<file path="src/rtl/mtimer_periph.sv">
// Memory-mapped machine timer: 64-bit mtime with prescaler, 64-bit mtimecmp, level interrupt.
// Optional MTIMER_STATUS_EN adds a sticky STATUS.PEND at offset 0x18 that drives the interrupt.
module mtimer_periph #(
  parameter logic [31:0] BASE_ADDR = 32'h0000_0400,
  parameter int          PRESC_W   = 16
) (
  input  logic        clk,
  input  logic        rst,
  input  logic        rd_en,
  input  logic        wr_en,
  input  logic [2:0]  mem_type,
  input  logic [31:0] addr,
  input  logic [31:0] wdata,
  output logic [31:0] rdata,
  output logic        hit,
  output logic        timer_interrupt
);

  localparam logic [2:0] SEL_MTIME_LO = 3'd0;
  localparam logic [2:0] SEL_MTIME_HI = 3'd1;
  localparam logic [2:0] SEL_CMP_LO   = 3'd2;
  localparam logic [2:0] SEL_CMP_HI   = 3'd3;
  localparam logic [2:0] SEL_CTRL     = 3'd4;
  localparam logic [2:0] SEL_PRESC    = 3'd5;
  localparam logic [2:0] SEL_STATUS   = 3'd6;

  logic [31:0]        mtime_lo_reg, mtime_hi_reg;
  logic [31:0]        cmp_lo_reg, cmp_hi_reg;
  logic               en_reg, ie_reg;
  logic [PRESC_W-1:0] presc_reg, count_reg;
  logic               irq_reg;

  logic               in_win, aligned, wr_ok;
  logic [2:0]         reg_sel;
  logic               wr_mtime_lo, wr_mtime_hi, wr_cmp_lo, wr_cmp_hi, wr_ctrl, wr_presc;
  logic               tick, cmp_ge;
  logic [32:0]        lo_sum;
  logic [31:0]        mtime_lo_next, mtime_hi_next;
  logic [PRESC_W-1:0] count_next;
  logic               irq_next;
  logic [31:0]        read_val;

  assign in_win  = (addr[31:5] == BASE_ADDR[31:5]);
  assign hit     = in_win & (rd_en | wr_en);
  assign aligned = (addr[1:0] == 2'b00);
  assign reg_sel = addr[4:2];
  assign wr_ok   = hit & wr_en & (mem_type == 3'b010) & aligned;

  assign wr_mtime_lo = wr_ok & (reg_sel == SEL_MTIME_LO);
  assign wr_mtime_hi = wr_ok & (reg_sel == SEL_MTIME_HI);
  assign wr_cmp_lo   = wr_ok & (reg_sel == SEL_CMP_LO);
  assign wr_cmp_hi   = wr_ok & (reg_sel == SEL_CMP_HI);
  assign wr_ctrl     = wr_ok & (reg_sel == SEL_CTRL);
  assign wr_presc    = wr_ok & (reg_sel == SEL_PRESC);

  assign tick   = en_reg & (count_reg == presc_reg);
  assign cmp_ge = {mtime_hi_reg, mtime_lo_reg} >= {cmp_hi_reg, cmp_lo_reg};

  // The tick's carry out of LO reaches HI even when software overwrites LO this cycle.
  assign lo_sum        = {1'b0, mtime_lo_reg} + 33'(tick);
  assign mtime_lo_next = wr_mtime_lo ? wdata : lo_sum[31:0];
  assign mtime_hi_next = wr_mtime_hi ? wdata : mtime_hi_reg + 32'(lo_sum[32]);

  always_comb begin
    count_next = count_reg;
    if (wr_presc || tick) begin
      count_next = '0;
    end else if (en_reg) begin
      count_next = count_reg + 1'b1;
    end
  end

`ifdef MTIMER_STATUS_EN
  logic pend_reg, pend_next, wr_status;

  assign wr_status = wr_ok & (reg_sel == SEL_STATUS);
  // Set has priority over the write-1-to-clear.
  assign pend_next = (en_reg & cmp_ge) | (pend_reg & ~(wr_status & wdata[0]));
  assign irq_next  = ie_reg & pend_reg;

  always_ff @(posedge clk) begin
    if (rst) begin
      pend_reg <= 1'b0;
    end else begin
      pend_reg <= pend_next;
    end
  end
`else
  assign irq_next = en_reg & ie_reg & cmp_ge;
`endif

  always_comb begin
    read_val = '0;
    case (reg_sel)
      SEL_MTIME_LO: read_val = mtime_lo_reg;
      SEL_MTIME_HI: read_val = mtime_hi_reg;
      SEL_CMP_LO:   read_val = cmp_lo_reg;
      SEL_CMP_HI:   read_val = cmp_hi_reg;
      SEL_CTRL:     read_val = {30'd0, ie_reg, en_reg};
      SEL_PRESC:    read_val = 32'(presc_reg);
`ifdef MTIMER_STATUS_EN
      SEL_STATUS:   read_val = {31'd0, pend_reg};
`endif
      default:      read_val = '0;
    endcase
  end

  assign rdata           = (hit & rd_en & aligned) ? read_val : 32'd0;
  assign timer_interrupt = irq_reg;

  always_ff @(posedge clk) begin
    if (rst) begin
      mtime_lo_reg <= '0;
      mtime_hi_reg <= '0;
      cmp_lo_reg   <= '1;
      cmp_hi_reg   <= '1;
      en_reg       <= 1'b0;
      ie_reg       <= 1'b0;
      presc_reg    <= '0;
      count_reg    <= '0;
      irq_reg      <= 1'b0;
    end else begin
      mtime_lo_reg <= mtime_lo_next;
      mtime_hi_reg <= mtime_hi_next;
      count_reg    <= count_next;
      irq_reg      <= irq_next;
      if (wr_cmp_lo) cmp_lo_reg <= wdata;
      if (wr_cmp_hi) cmp_hi_reg <= wdata;
      if (wr_ctrl) begin
        en_reg <= wdata[0];
        ie_reg <= wdata[1];
      end
      if (wr_presc) presc_reg <= wdata[PRESC_W-1:0];
    end
  end

endmodule

</file>
<file path="config.mk">
export PLATFORM = sky130hd
export DESIGN_NAME = mtimer_periph
export DESIGN_NICKNAME = d
export VERILOG_FILES = /design/src/rtl/mtimer_periph.sv
export SDC_FILE = /design/constraint.sdc
export NUM_CORES = 1
export LEC_CHECK = 0
export ABC_AREA = 1
export BUFFER_PORTS_ARGS = -buffer_cell sky130_fd_sc_hd__buf_2
export CORE_ASPECT_RATIO = 0.8
export CORE_MARGIN = 2
export CORE_UTILIZATION = 65
export CTS_BUF_LIST = sky130_fd_sc_hd__clkbuf_8
export CTS_CLUSTER_SIZE = 20
export DETAILED_ROUTE_END_ITERATION = 10
export PLACE_DENSITY = 0.83
export SETUP_SLACK_MARGIN = 0.2
export SLEW_MARGIN = 20
export SYNTH_ARGS = -nofsm -noshare
export SYNTH_HDL_FRONTEND = slang
export SYNTH_SLANG_ARGS = --single-unit
</file>
<file path="constraint.sdc">
create_clock -name clk -period 8.4 [get_ports clk]
set_clock_uncertainty 0.15 [all_clocks]
set_input_delay 0.84 -clock clk [delete_from_list [all_inputs] [get_ports clk]]
set_output_delay 0.84 -clock clk [all_outputs]
set_load 0.03 [all_outputs]
</file>
==> flow_metrics.env <==
export IMPL_synthFlopType="dfxtp_1"
export IMPL_criticalPathCategory="flop to flop"
export IMPL_min_period_ns=4.92
export IMPL_arrival_ns=5.16
export IMPL_power_leakage_nw=6.24
export IMPL_chipHeight_microns=120
export IMPL_path_clk_slew_ns=0.10
export IMPL_fin_setup_tns_ns=0
export IMPL_r2r_start="en_reg"
export IMPL_crit_cells=24
export IMPL_sequentialPowerShare=0.527
export IMPL_row_count=42
export IMPL_cp_startpoint="en_reg"
export IMPL_slew_viol_final=0
export IMPL_diodes=0
export IMPL_worst_r2r_cell_count=24
export IMPL_hold_violations=0
export IMPL_ys_seq_elements=163
export IMPL_synth_top_cells_by_area="dfxtp_1 30%, nand2_1 16%, nor2_1 10%"
export IMPL_placed_cell_area_sq_um=11500
export IMPL_path_buf_inv=3
export IMPL_synth_cells=1721
export IMPL_path_cells="inv_1 -> nor3_1 -> nand2_1 -> nor2_1 -> nand3_1 -> inv_1 -> ha_1 -> ha_1 -> nand2_1 -> inv_1 -> nand2_1 -> nor3_1 -> nand3_1 -> nor4_1 -> ha_1 -> ha_1 -> nand3_1 -> nor2_1 -> nand2_1 -> nor2_1 -> nand2_1 -> xnor2_1 -> nor2_1 -> nor2_1"
export IMPL_power_density_nw_per_um2=124
export IMPL_clk_path_buf_depth=2
export IMPL_grt_overflow=0
export IMPL_outcome="finished, final reports clean"
export IMPL_layout_nets=1929
export IMPL_yosysUniqueCellTypes=40
export IMPL_io_pins=105
export IMPL_max_slew_margin=0.298
export IMPL_core_area_sq_um=16400
export IMPL_dpl_cell_count=1990
export IMPL_antenna_found_initial=0
export IMPL_max_vdd_ir_drop_v=0.000117
export IMPL_r2r_end="mtime_hi_reg[18]"
export IMPL_finalSetupViolCount=0
export IMPL_switching_share=0.280
export IMPL_fmax_mhz=203
export IMPL_grt_pass1_vias=11135
export IMPL_slowest_delay_ns=0.50
export IMPL_cp_required_ns=8.64
export IMPL_ctsRootBufferMaster="clkbuf_8"
export IMPL_cts_hold_buf=0
export IMPL_nFillCells=1463
export IMPL_avgSynthCellArea_sq_um=6.33
export IMPL_p_clk_frac=0.406
export IMPL_worst_path_max_fanout=8
export IMPL_yosysSeqAreaShare=0.300
export IMPL_viasPerCell=6.02
export IMPL_initial_core_util=0.662
export IMPL_synth_edf_count=0
export IMPL_cpMaxStageDelayCell="dfxtp_1"
export IMPL_synth_top_cell_by_area="dfxtp_1"
export IMPL_vias=12167
export IMPL_ys_async_sr_fraction=0
export IMPL_cts_tree="built"
export IMPL_die_width_microns=149
export IMPL_wl_per_cell_microns=19.3
export IMPL_final_area_sq_um=11900
export IMPL_synth_top_area_share=0.300
export IMPL_insertion_delay_ns=0.50
export IMPL_p_int_mw=1.05
export IMPL_synthTopCellsByCount="456 x nand2_1, 301 x nor2_1, 222 x inv_1"
export IMPL_path_delay_family="simple AND/OR/NAND/NOR gates"
export IMPL_htreeDepth=4
export IMPL_endpoint="mtime_hi_reg[18]"
export IMPL_die_area_sq_um=17800
export IMPL_globalplace_congestion=1.04
export IMPL_dp_hpwl_microns=28900
export IMPL_cp_end_kind="flop"
export IMPL_drt_initial_drc_count=1815
export IMPL_layout_cells_non_filler=2022
export IMPL_grtUsageTotal=0.440
export IMPL_netlist_area_sq_um=10900
export IMPL_p_switching_mw=0.410
export IMPL_totalWireLength_microns=39000
export IMPL_remaining_drc_errors=0
export IMPL_period_share=0.585
export IMPL_start_kind="flop"
export IMPL_pwr_share_comb=0.067
export IMPL_drive_gt1_frac=0.0893
export IMPL_ant_nets=0
export IMPL_cts_made_buffers=17
export IMPL_rsz0062_at_grt="no"
export IMPL_dr_pass1_iters=9
export IMPL_numPortBuffers=104
export IMPL_cts_sinks=163
export IMPL_syn_num_nets=1861
export IMPL_grt_max_degree=87
export IMPL_cts_setup_buffers=0
export IMPL_r2r_setup_slack_ns=3.48
export IMPL_yosysWarningCount=0
export IMPL_tightest_slew_ns=1.05
export IMPL_hold_class="flop to flop"
export IMPL_max_cap_viol_count=0
export IMPL_synth_most_common_cell="nand2_1"
export IMPL_area_growth_pct=8.85
export IMPL_post_cts_resized=0
export IMPL_grt_pass1_wl_microns=59900
[layer usage]
metal / up-vias / global-route usage / part of all wire
met3: 161 / 0.153 / 0.15
met4: 0 / 0.175 / 0.038
met1: 5498 / 0.608 / 0.41
met2: 862 / 0.627 / 0.40
met5: - / 0 / 0
li1: 5646 / - / -
[cell families (layout without fill, tap and decap cells)]
| kind of cell | after synthesis | count (layout) | share of synthesized area |
|---|---|---|---|
| AOI/OAI and AO/OA | 165 | 165 | 0.0922 |
| xor gates and xnor gates | 67 | 67 | 0.0539 |
| buffers and inverters | 288 | 369 | 0.105 |
| and+or+nand+nor | 968 | 968 | 0.369 |
| DFF | 163 | 163 | 0.300 |
| muxes | 1 | 1 | 0.000919 |
| adders and majority gates | 69 | 69 | 0.0793 |
[worst min path at each step]
stage | from | cells after the start | slack, ns | end
after floorplan | ie_reg | 2 | 0.29 | timer_interrupt
after global placement | cmp_hi_reg[28] | 2 | 0.30 | cmp_hi_reg[28]
after detailed placement | cmp_hi_reg[8] | 2 | 0.31 | cmp_hi_reg[8]
after CTS | cmp_hi_reg[8] | 2 | 0.33 | cmp_hi_reg[8]
after global routing | cmp_lo_reg[3] | 2 | 0.35 | cmp_lo_reg[3]
final | cmp_lo_reg[13] | 2 | 0.33 | cmp_lo_reg[13]
[power groups by stage]
| stage | combinational [mW] | clock [mW] | sequential [mW] |
|---|---|---|---|
| after floorplan | 0.0419 | 0 | 0.790 |
| after global placement | 0.0904 | 0 | 0.790 |
| after detailed placement | 0.0915 | 0 | 0.790 |
| after CTS | 0.0921 | 0.590 | 0.772 |
| after global routing | 0.102 | 0.618 | 0.772 |
| final | 0.0978 | 0.594 | 0.772 |
[cell type report]
cell class | count | area (sq um) | share of cell area
clock buffer | 19 | 262 | 0.0221
clock inverter | 13 | 124 | 0.0105
tap | 220 | 275 | 0.0232
multi-input combinational | 1270 | 6500 | 0.548
inverter | 225 | 847 | 0.0715
timing repair buffer | 112 | 581 | 0.0490
sequential | 163 | 3260 | 0.275
[cells in the final DEF, fill, tap and decap left out, types with 2 or more instances in the layout]
cell,count
inv_1,221
nor4_1,6
nor2_1,301
clkinvlp_4,2
xnor2_1,16
clkbuf_8,19
nand3_2,4
buf_2,104
clkinv_2,3
a21o_1,2
nand3_1,102
xor2_1,51
o21ai_0,48
clkinv_4,2
ha_1,69
a221oi_1,18
o22ai_1,45
dfxtp_1,163
nand2_1,456
a211oi_1,13
a21oi_1,33
nor2_4,3
buf_4,8
nand3b_1,3
nand4_1,32
and3_1,2
o221ai_1,2
nor3_1,51
inv_2,3
inv_6,4
[worst reg2reg max path: cells and delay by family (launching register included)]
family	cells	cell delay, ns
xor gates and xnor gates	1	0.14
adders and majority gates	4	0.96
buffers and inverters	3	0.33
DFF	1	0.50
and+or+nand+nor	16	2.70
[metrics by stage]
step	total power, mW	utilization	worst slack, ns	hold WS (ns)
finish	1.46	0.720	3.48	0.334
global route	1.49	0.720	3.10	0.349
detailed placement	0.882	0.697	3.75	0.305
CTS	1.45	0.720	3.65	0.330
floorplan	0.832	-	4.67	0.291
global placement	0.881	0.697	3.98	0.302
(Power assumes the default switching activity.)
